**config.mk**
```make
export PLATFORM = sky130hd
export DESIGN_NAME = iir_tdm_ctrl
export DESIGN_NICKNAME = d
export VERILOG_FILES = /design/src/rtl/iir_tdm_ctrl.sv
export SDC_FILE = /design/constraint.sdc
export NUM_CORES = 1
export LEC_CHECK = 0
export CORE_MARGIN = 1.5
export CORE_UTILIZATION = 43
export DETAILED_ROUTE_END_ITERATION = 10
export HOLD_SLACK_MARGIN = 0.05
export PLACE_DENSITY_LB_ADDON = 0.1
export SETUP_SLACK_MARGIN = 0.15
export SYNTH_ARGS = -nofsm -noshare
export SYNTH_HDL_FRONTEND = slang
export SYNTH_SLANG_ARGS = --single-unit
```
**constraint.sdc**
```tcl
create_clock -name clk -period 2.2 [get_ports clk]
set_input_delay 0.55 -clock clk [delete_from_list [all_inputs] [get_ports clk]]
set_output_delay 0.55 -clock clk [all_outputs]
set_load 0.02 [all_outputs]
```
**src/rtl/iir_tdm_ctrl.sv**
```systemverilog
// iir_tdm_ctrl
// Sequencer for a time-multiplexed 7-adaptor wave-digital IIR lattice.
// One shared 2-port adaptor is stepped through all seven adaptors of a
// sample, one per cycle, in a dependency-safe order.
//
// Build option: define IIR_TDM_COEF_LOAD_EN for loadable shadow/active
// coefficient banks. Without it the coefficients are fixed defaults and the
// coef_* inputs are ignored.
//
// state | meaning
// ------+---------------------------------------------------------------
// IDLE  | waiting for sample_vld
// RUN   | one adaptor step per cycle, step_cnt 0..6
// DONE  | one cycle, out_vld high; a new sample may be accepted here
//
// Ports
//   clk, reset                 clock, async active-high reset
//   sample_vld, data_in        sample strobe and data
//   ovr_clr                    clears sticky overrun
//   coef_wr/addr/wdata/commit  shadow coefficient load and commit
//   data_hold                  latched sample for adaptors 1 and 4
//   busy, step_vld, step_id    sequencing status and current adaptor
//   alpha                      coefficient of current step
//   b_we, st_we                one-hot register-file write enables
//   out_vld                    final results of adaptors 2 and 6 ready
//   overrun                    sticky: sample arrived while busy
module iir_tdm_ctrl #(
    parameter int IN_WID = 10,
    parameter int CW     = 11
) (
    input  logic              clk,
    input  logic              reset,
    input  logic              sample_vld,
    input  logic [IN_WID-1:0] data_in,
    input  logic              ovr_clr,
    input  logic              coef_wr,
    input  logic [2:0]        coef_addr,
    input  logic [CW-1:0]     coef_wdata,
    input  logic              coef_commit,
    output logic [IN_WID-1:0] data_hold,
    output logic              busy,
    output logic              step_vld,
    output logic [2:0]        step_id,
    output logic [CW-1:0]     alpha,
    output logic [6:0]        b_we,
    output logic [6:0]        st_we,
    output logic              out_vld,
    output logic              overrun
);

    typedef enum logic [1:0] {IDLE, RUN, DONE} state_t;

    state_t     state;
    logic [2:0] step_cnt;
    logic [2:0] next_id;
    logic       accept;

    // Adaptors 1,3,2,5,4,7,6: each port-a producer precedes its consumer.
    function automatic logic [2:0] step_order(input logic [2:0] cnt);
        case (cnt)
            3'd0:    step_order = 3'd0;
            3'd1:    step_order = 3'd2;
            3'd2:    step_order = 3'd1;
            3'd3:    step_order = 3'd4;
            3'd4:    step_order = 3'd3;
            3'd5:    step_order = 3'd6;
            3'd6:    step_order = 3'd5;
            default: step_order = 3'd0;
        endcase
    endfunction

    function automatic logic [CW-1:0] coef_default(input logic [2:0] idx);
        case (idx)
            3'd0:    coef_default = CW'(662);
            3'd1:    coef_default = CW'(12'h4E5);
            3'd2:    coef_default = CW'(740);
            3'd3:    coef_default = CW'(12'h5CC);
            3'd4:    coef_default = CW'(850);
            3'd5:    coef_default = CW'(12'h440);
            3'd6:    coef_default = CW'(691);
            default: coef_default = '0;
        endcase
    endfunction

    assign accept  = sample_vld && (state != RUN);
    assign next_id = step_order(step_cnt + 3'd1);

    // active_bank: coefficients of the sample in flight.
    // accept_bank: coefficients that the sample accepted this cycle will use.
    logic [CW-1:0] active_bank [7];
    logic [CW-1:0] accept_bank [7];

`ifdef IIR_TDM_COEF_LOAD_EN
    logic [CW-1:0] shadow_bank [7];
    logic [CW-1:0] shadow_next [7];
    logic          commit_pend;

    // Same-cycle write is visible to a same-cycle commit/accept.
    always_comb begin
        shadow_next = shadow_bank;
        if (coef_wr && (coef_addr != 3'd7))
            shadow_next[coef_addr] = coef_wdata;
    end

    always_comb begin
        if (commit_pend || coef_commit)
            accept_bank = shadow_next;
        else
            accept_bank = active_bank;
    end

    always_ff @(posedge clk or posedge reset) begin
        if (reset) begin
            for (int i = 0; i < 7; i++) begin
                shadow_bank[i] <= coef_default(3'(i));
                active_bank[i] <= coef_default(3'(i));
            end
            commit_pend <= 1'b0;
        end else begin
            shadow_bank <= shadow_next;
            if (accept) begin
                active_bank <= accept_bank;
                commit_pend <= 1'b0;
            end else if (coef_commit) begin
                commit_pend <= 1'b1;
            end
        end
    end
`else
    logic unused_coef;
    assign unused_coef = ^{coef_wr, coef_addr, coef_wdata, coef_commit};

    always_comb begin
        for (int i = 0; i < 7; i++) begin
            active_bank[i] = coef_default(3'(i));
            accept_bank[i] = coef_default(3'(i));
        end
    end
`endif

    always_ff @(posedge clk or posedge reset) begin
        if (reset) begin
            state     <= IDLE;
            step_cnt  <= 3'd0;
            data_hold <= '0;
            busy      <= 1'b0;
            step_vld  <= 1'b0;
            step_id   <= 3'd0;
            alpha     <= '0;
            b_we      <= 7'd0;
            st_we     <= 7'd0;
            out_vld   <= 1'b0;
            overrun   <= 1'b0;
        end else begin
            out_vld <= 1'b0;

            if (sample_vld && (state == RUN))
                overrun <= 1'b1;
            else if (ovr_clr)
                overrun <= 1'b0;

            case (state)
                IDLE, DONE: begin
                    if (accept) begin
                        state     <= RUN;
                        step_cnt  <= 3'd0;
                        data_hold <= data_in;
                        busy      <= 1'b1;
                        step_vld  <= 1'b1;
                        step_id   <= step_order(3'd0);
                        alpha     <= accept_bank[step_order(3'd0)];
                        b_we      <= 7'd1 << step_order(3'd0);
                        st_we     <= 7'd1 << step_order(3'd0);
                    end else begin
                        state <= IDLE;
                    end
                end
                RUN: begin
                    if (step_cnt == 3'd6) begin
                        state    <= DONE;
                        busy     <= 1'b0;
                        step_vld <= 1'b0;
                        step_id  <= 3'd0;
                        alpha    <= '0;
                        b_we     <= 7'd0;
                        st_we    <= 7'd0;
                        out_vld  <= 1'b1;
                    end else begin
                        step_cnt <= step_cnt + 3'd1;
                        step_id  <= next_id;
                        alpha    <= active_bank[next_id];
                        b_we     <= 7'd1 << next_id;
                        st_we    <= 7'd1 << next_id;
                    end
                end
                default: state <= IDLE;
            endcase
        end
    end

endmodule

```
==> reports/metrics.cfg, run 1 <==
[critical_path]
start_kind = register
crit_path_cell_trace = buf_4, inv_1, ha_1, inv_1, or2_2, o211ai_1, o21ai_1
end_kind = register
critPathSlowestCell = dfrtp_1
crit_fanout = 7
reg2reg_setup_slack_ns = 0.23
rr_worst_depth = 7
r2r-end = alpha[5]$_DFFE_PP0P_
cp_common_cell = inv_1
path_delay_family = compound AO/OA/AOI/OAI gates
cp_num_buf_inv = 3
worstReg2RegStart = step_cnt[0]$_DFFE_PP0P_
cp.depth = 7
path_class = register to register
cp-endpoint = alpha[5]$_DFFE_PP0P_
crit_arrival_ns = 2.14
cpPeakStageDelay_ns = 0.38
startpoint = step_cnt[0]$_DFFE_PP0P_
critPathRequiredTime_ns = 2.36

[die]
core-area_mm2 = 0.00397
start_util = 0.446
die_w_um = 67.2
die_height_um = 67.2
ios = 72
rows = 23
dieArea_mm2 = 0.00451

[drt]
drtAntennaViolNets = 0
drtPass1Iterations = 4
detail_route.vias_per_cell = 5.19
vias = 1473
drt_iter0_markers = 94
drc_errors = 0
wl_um = 3830
wl_per_cell_um = 13.5

[synth]
yosysSeqAreaShare = 0.523
ys_types = 38
ys_warn_count = 0
synthesis.nets = 218
synth_edf_count = 0
synth_area_per_cell_um2 = 9.78
netlist_instances = 181
syn_area_mm2 = 0.00177
synthArstFlopShare = 1.00
ys.flop_type = dfrtp_1
synth-seq-cells = 37

[power]
p_seq_frac = 0.287
netSwitchingFraction = 0.428
powerDensity_mw_per_mm2 = 1700
p_clk_frac = 0.123
p_comb_frac = 0.591
ir_drop_v = 0.000726
switchingPower_mw = 1.78
intPower_mw = 2.38
p_leak_nw = 1.13
p_total_mw = 4.16

[timing]
fin_crit_sh = 0.896
rsz0062_at_grt = no
finalSetupViolCount = 0
finalClockSkew_ns = 0.00212
slew_headroom = 0.412
worstMarginPinSlew_ns = 0.878
maxSlewViolCount = 0
clock.fmax_ghz = 0.507
period_minus_slack_ns = 1.97
hold_violations = 0
tns_ns = 0

[layout]
final_net_count = 270
fillers = 337
layout_common_cells = clkdlybuf4s50_1, nand2_1, dfrtp_1
mostFrequentLayoutCell = clkdlybuf4s50_1
synthToLayoutAreaGrowth_pct = 37.7
final_cells = 284
insertedDiodeCount = 0
drive_gt1_frac = 0.0983

[clock_network]
htree_levels = 2
holdBufCountCts = 0
cts.path.max_buffers = 2
cts_made_buffers = 5
clk_latency_ns = 0.28
cts_sinks = 37
cts.root.buffer_cell = clkbuf_8
cts_tree = done
path_clk_slew_ns = 0.07

[job]
drv_cap = 0

[hold_path]
hp-class = register to register

[grt]
overflow = 0
grt_max_degree = 38
grt_pass1_vias = 1377
grt_usage = 0.183
grt_pass1_wl_um = 6070
antenna_found_initial = 0

[place]
placed_cells = 276
port_buffers = 55
dp_hpwl_um = 2770
gp_congestion = 0.805

[run_status]
status = finished clean

==> how the worst min path moves through the flow <==
stage / from / to / slack (ns) / cells after the start
after floorplan: state[1]$_DFFE_PP0P_ / st_we[0]$_DFFE_PP0P_ / 0.51 / 2
after global placement: data_hold[7]$_DFFE_PP0P_ / data_hold[7]$_DFFE_PP0P_ / 0.46 / 2
after detailed placement: data_hold[3]$_DFFE_PP0P_ / data_hold[3]$_DFFE_PP0P_ / 0.47 / 2
after CTS: data_hold[3]$_DFFE_PP0P_ / data_hold[3]$_DFFE_PP0P_ / 0.48 / 2
after global routing: step_id[2]$_DFFE_PP0P_ / step_id[2]$_DFFE_PP0P_ / 0.51 / 1
final: data_hold[4]$_DFFE_PP0P_ / data_hold[4]$_DFFE_PP0P_ / 0.48 / 2
==> worst register-to-register path, stage by stage (launching register included) <==
cell	delay, ns
dfrtp_1	0.38
buf_4	0.16
inv_1	0.10
ha_1	0.31
inv_1	0.14
or2_2	0.34
o211ai_1	0.30
o21ai_1	0.11
==> cells by family after synthesis <==
kind of cell / Yosys count / synth area share
muxes: 3 / 0.0191
adders and majority gates: 7 / 0.0495
DFF: 37 / 0.523
and+or+nand+nor: 71 / 0.172
xor gates and xnor gates: 1 / 0.00919
AOI/OAI and AO/OA: 39 / 0.151
buffers and inverters: 23 / 0.0763
==> what timing repair did <==
| action | in CTS | in global routing |
|---|---|---|
| resized for setup | 0 | 2 |
| endpoints found under the setup margin | 0 | 7 |
| hold endpoints to repair | 0 | 0 |
| buffers inserted | 0 | 0 |
==> power by group through the flow <==
stage / Sequential (mW) / Clock, mW / Combinational [mW]
floorplan: 1.50 / 0 / 1.27
global placement: 1.18 / 0 / 2.39
detailed placement: 1.20 / 0 / 2.44
CTS: 1.19 / 0.529 / 2.45
global route: 1.23 / 0.559 / 2.66
finish: 1.19 / 0.510 / 2.46
==> through the flow <==
step | util | setup WS, ns | hold WS, ns | instance area, µm²
finish | 0.614 | 0.228 | 0.477 | 2440
detailed placement | 0.585 | 0.0620 | 0.466 | 2320
CTS | 0.611 | 0.219 | 0.484 | 2420
global placement | 0.585 | 0.106 | 0.457 | 2320
floorplan | - | 0.403 | 0.505 | 1770
global route | 0.614 | 0.162 | 0.507 | 2440
==> metal layers <==
layer / GRT usage / vias to the layer above / part of all wire
met5: 0 / - / 0
met4: 0.0612 / 0 / 0.0055
met3: 0.0700 / 2 / 0.057
met2: 0.306 / 55 / 0.51
met1: 0.217 / 702 / 0.43
li1: - / 714 / -
==> cell usage after synthesis (2+ instances only) <==
cell type | number | area, µm²
dfrtp_1 | 37 | 926
nor3_1 | 3 | 15.0
or2_2 | 2 | 12.5
nand2_1 | 48 | 180
buf_4 | 10 | 75.1
mux2i_1 | 2 | 20.0
clkbuf_1 | 3 | 11.3
o21ai_0 | 9 | 45.0
ha_1 | 7 | 87.6
o31ai_1 | 3 | 22.5
a21o_1 | 3 | 22.5
o21ai_1 | 2 | 10.0
nor2_1 | 9 | 33.8
nand2b_1 | 2 | 12.5
buf_2 | 3 | 15.0
o211ai_1 | 4 | 30.0
a22o_1 | 4 | 35.0
a21oi_1 | 5 | 25.0
inv_1 | 6 | 22.5
==> state kept, by name, summed over array words and instances (netlist names) <==
signal	flops
alpha	10
data_hold	10
out_vld	1
overrun	1
st_we	6
state	2
step_cnt	3
step_id	3
step_vld	1
==> final cells by class <==
class	instances	area [µm²]	area share
Clock buffer	7	96.3	0.0395
Clock inverter	1	5.00	0.00205
Inverter	6	22.5	0.00924
Multi-Input combinational cell	121	723	0.297
Sequential cell	37	926	0.380
Tap cell	50	62.6	0.0257
Timing Repair Buffer	62	603	0.247
(Power assumes the default switching activity.)
==> run 2: changes to the inputs <==
--- a/config.mk
+++ b/config.mk
@@ -5,6 +5,7 @@
 export SDC_FILE = /design/constraint.sdc
 export NUM_CORES = 1
 export LEC_CHECK = 0
+export ABC_CLOCK_PERIOD_IN_PS = 2200
 export CORE_MARGIN = 1.5
 export CORE_UTILIZATION = 43
 export DETAILED_ROUTE_END_ITERATION = 10
==> results of run 2 <==
Same layout as run 1: the final DEF is identical, and so are final timing and power.
==> run 3: changes to the inputs <==
--- a/config.mk
+++ b/config.mk
@@ -5,12 +5,12 @@
 export SDC_FILE = /design/constraint.sdc
 export NUM_CORES = 1
 export LEC_CHECK = 0
-export ABC_CLOCK_PERIOD_IN_PS = 2200
+export ABC_CLOCK_PERIOD_IN_PS = 2000
 export CORE_MARGIN = 1.5
 export CORE_UTILIZATION = 43
 export DETAILED_ROUTE_END_ITERATION = 10
 export HOLD_SLACK_MARGIN = 0.05
-export PLACE_DENSITY_LB_ADDON = 0.1
+export PLACE_DENSITY = 0.8
 export SETUP_SLACK_MARGIN = 0.15
 export SYNTH_ARGS = -nofsm -noshare
 export SYNTH_HDL_FRONTEND = slang
==> constraint.sdc (replaced) <==
create_clock -name clk -period 2 [get_ports clk]
set_input_delay 0.5 -clock clk [delete_from_list [all_inputs] [get_ports clk]]
set_output_delay 0.5 -clock clk [all_outputs]
set_load 0.02 [all_outputs]
==> reports/metrics.cfg, run 3 (synthesized netlist as in run 1, its figures left out) <==
[run_status]
status = finished clean  ; unchanged

[grt]
grt_usage = 0.186  ; was 0.183
grt_pass1_vias = 1402  ; was 1377
grt_pass1_wl_um = 6310  ; was 6070 µm
grt_max_degree = 38  ; unchanged
overflow = 0  ; unchanged
antenna_found_initial = 0  ; unchanged

[drt]
vias = 1480  ; was 1473
drtAntennaViolNets = 0  ; unchanged
drt_iter0_markers = 46  ; was 94
detail_route.vias_per_cell = 5.07  ; was 5.19
wl_um = 3950  ; was 3830 µm
drc_errors = 0  ; unchanged
drtPass1Iterations = 4  ; unchanged
wl_per_cell_um = 13.5  ; about the same

[clock_network]
clk_latency_ns = 0.28  ; about the same
cts.path.max_buffers = 2  ; unchanged
path_clk_slew_ns = 0.07  ; about the same
cts_tree = done  ; unchanged
cts_made_buffers = 5  ; unchanged
cts.root.buffer_cell = clkbuf_8  ; unchanged
htree_levels = 2  ; unchanged
cts_sinks = 37  ; unchanged

[timing]
maxSlewViolCount = 0  ; unchanged
clock.fmax_ghz = 0.549  ; was 0.507 GHz
period_minus_slack_ns = 1.82  ; was 1.97 ns
fin_crit_sh = 0.911  ; was 0.896
slew_headroom = 0.699  ; was 0.412
tns_ns = 0  ; unchanged
finalSetupViolCount = 0  ; unchanged
worstMarginPinSlew_ns = 0.452  ; was 0.878 ns
hold_violations = 0  ; unchanged
finalClockSkew_ns = 0.00456  ; was 0.00212 ns
rsz0062_at_grt = yes  ; was no

[place]
port_buffers = 55  ; unchanged
gp_congestion = 0.799  ; was 0.805
dp_hpwl_um = 2650  ; was 2770 µm

[layout]
final_net_count = 278  ; was 270
reg_top3 = alpha x10, data_hold x10, st_we x6  ; unchanged
utilization = 0.648  ; was 0.614
drive_gt1_frac = 0.174  ; was 0.0983
layout_common_cells = clkdlybuf4s50_1, nand2_1, dfrtp_1  ; unchanged
insertedDiodeCount = 0  ; unchanged
fillers = 325  ; was 337
mostFrequentLayoutCell = clkdlybuf4s50_1  ; unchanged
synthToLayoutAreaGrowth_pct = 45.4  ; was 37.7%

[critical_path]
critPathSlowestCell = dfrtp_2  ; was dfrtp_1
critPathRequiredTime_ns = 2.23  ; was 2.36 ns
crit_fanout = 6  ; was 7
worstReg2RegStart = step_cnt[1]$_DFFE_PP0P_  ; was step_cnt[0]$_DFFE_PP0P_
start_kind = register  ; unchanged
reg2reg_setup_slack_ns = 0.18  ; was 0.23 ns
cp_num_buf_inv = 2  ; was 3
startpoint = step_cnt[1]$_DFFE_PP0P_  ; was step_cnt[0]$_DFFE_PP0P_
crit_arrival_ns = 2.05  ; was 2.14 ns
end_kind = register  ; unchanged
crit_path_cell_trace = clkinvlp_4, ha_2, buf_4, or2_2, nor3_2, a211o_1  ; was buf_4, inv_1, ha_1, inv_1, or2_2, o211ai_1, o21ai_1
path_class = register to register  ; unchanged
path_delay_family = simple AND/OR/NAND/NOR gates  ; was compound AO/OA/AOI/OAI gates
cpPeakStageDelay_ns = 0.44  ; was 0.38 ns

[die]
core-area_mm2 = 0.00397  ; unchanged
die_w_um = 67.2  ; unchanged
dieArea_mm2 = 0.00451  ; unchanged
ios = 72  ; unchanged
die_height_um = 67.2  ; unchanged
start_util = 0.446  ; unchanged
rows = 23  ; unchanged

[power]
ir_drop_v = 0.00100  ; was 0.000726 V
powerDensity_mw_per_mm2 = 1880  ; was 1700 mW/mm²
p_leak_nw = 1.22  ; was 1.13 nW

[job]
drv_cap = 0  ; unchanged

[hold_path]
hp-class = register to register  ; unchanged
min_from = data_hold[6]$_DFFE_PP0P_  ; was data_hold[4]$_DFFE_PP0P_

-- run 3: final cells by class --
type,instances,area (µm²),share of cell area
clock buffers,5,68.8,0.0267
clock inverters,3,17.5,0.00681
inverters,6,28.8,0.0112
multi-input cells,121,782,0.304
flip-flops and latches,37,928,0.361
well taps,50,62.6,0.0243
repair buffers,70,686,0.266
-- run 3: final timing paths --
path,end,cells after the start
max in group asynchronous,step_cnt[0]$_DFFE_PP0P_,3
setup / recovery,alpha[8]$_DFFE_PP0P_,6
hold / removal,data_hold[6]$_DFFE_PP0P_,2
setup reg to reg,alpha[8]$_DFFE_PP0P_,6
min in group asynchronous,data_hold[2]$_DFFE_PP0P_,3
hold reg to reg,data_hold[6]$_DFFE_PP0P_,2
-- run 3: per-stage QoR --
stage | instances | cell area, µm² | hold slack, ns | worst slack (ns) | total power, mW
after floorplan | 181 | 1770 | 0.505 | 0.203 | 3.05
after global placement | 281 | 2370 | 0.457 | 0.135 | 4.05
after detailed placement | 281 | 2370 | 0.462 | 0.109 | 4.11
after CTS | 289 | 2470 | 0.480 | 0.0971 | 4.66
after global routing | 292 | 2570 | 0.494 | 0.0840 | 5.19
final | 292 | 2570 | 0.473 | 0.178 | 4.83
-- run 3: where the power goes --
part           internal (mW)  switching, mW  total [mW]  leakage, nW
Sequential              1.09          0.250        1.34        0.457
Combinational           1.42           1.57        3.00        0.718
Clock                  0.240          0.256       0.496       0.0439
Total                   2.75           2.08        4.83         1.22
-- run 3: routing by layer --
layer / up-vias / wire [µm] / track usage / part of all wire
met4: 0 / 45 / 0.0587 / 0.011
met3: 6 / 224 / 0.0700 / 0.057
li1: 725 / - / - / -
met1: 700 / 1670 / 0.227 / 0.42
met2: 49 / 2010 / 0.306 / 0.51
met5: - / 0 / 0 / 0
-- run 3: tightest hold or removal path, delay by kind of cell, from the launching register on --
kind / cells / cell delay (ns)
flip-flops: 1 / 0.34
AND/OR/NAND/NOR: 2 / 0.10
-- run 3: what timing repair did --
action,4_1_cts,5_1_grt
buffers inserted,0,3
pin swaps,1,1
endpoints found under the hold margin,0,0
gates resized for setup,2,20
setup endpoints to repair,4,19
gates cloned,0,0
hold buffers,0,0
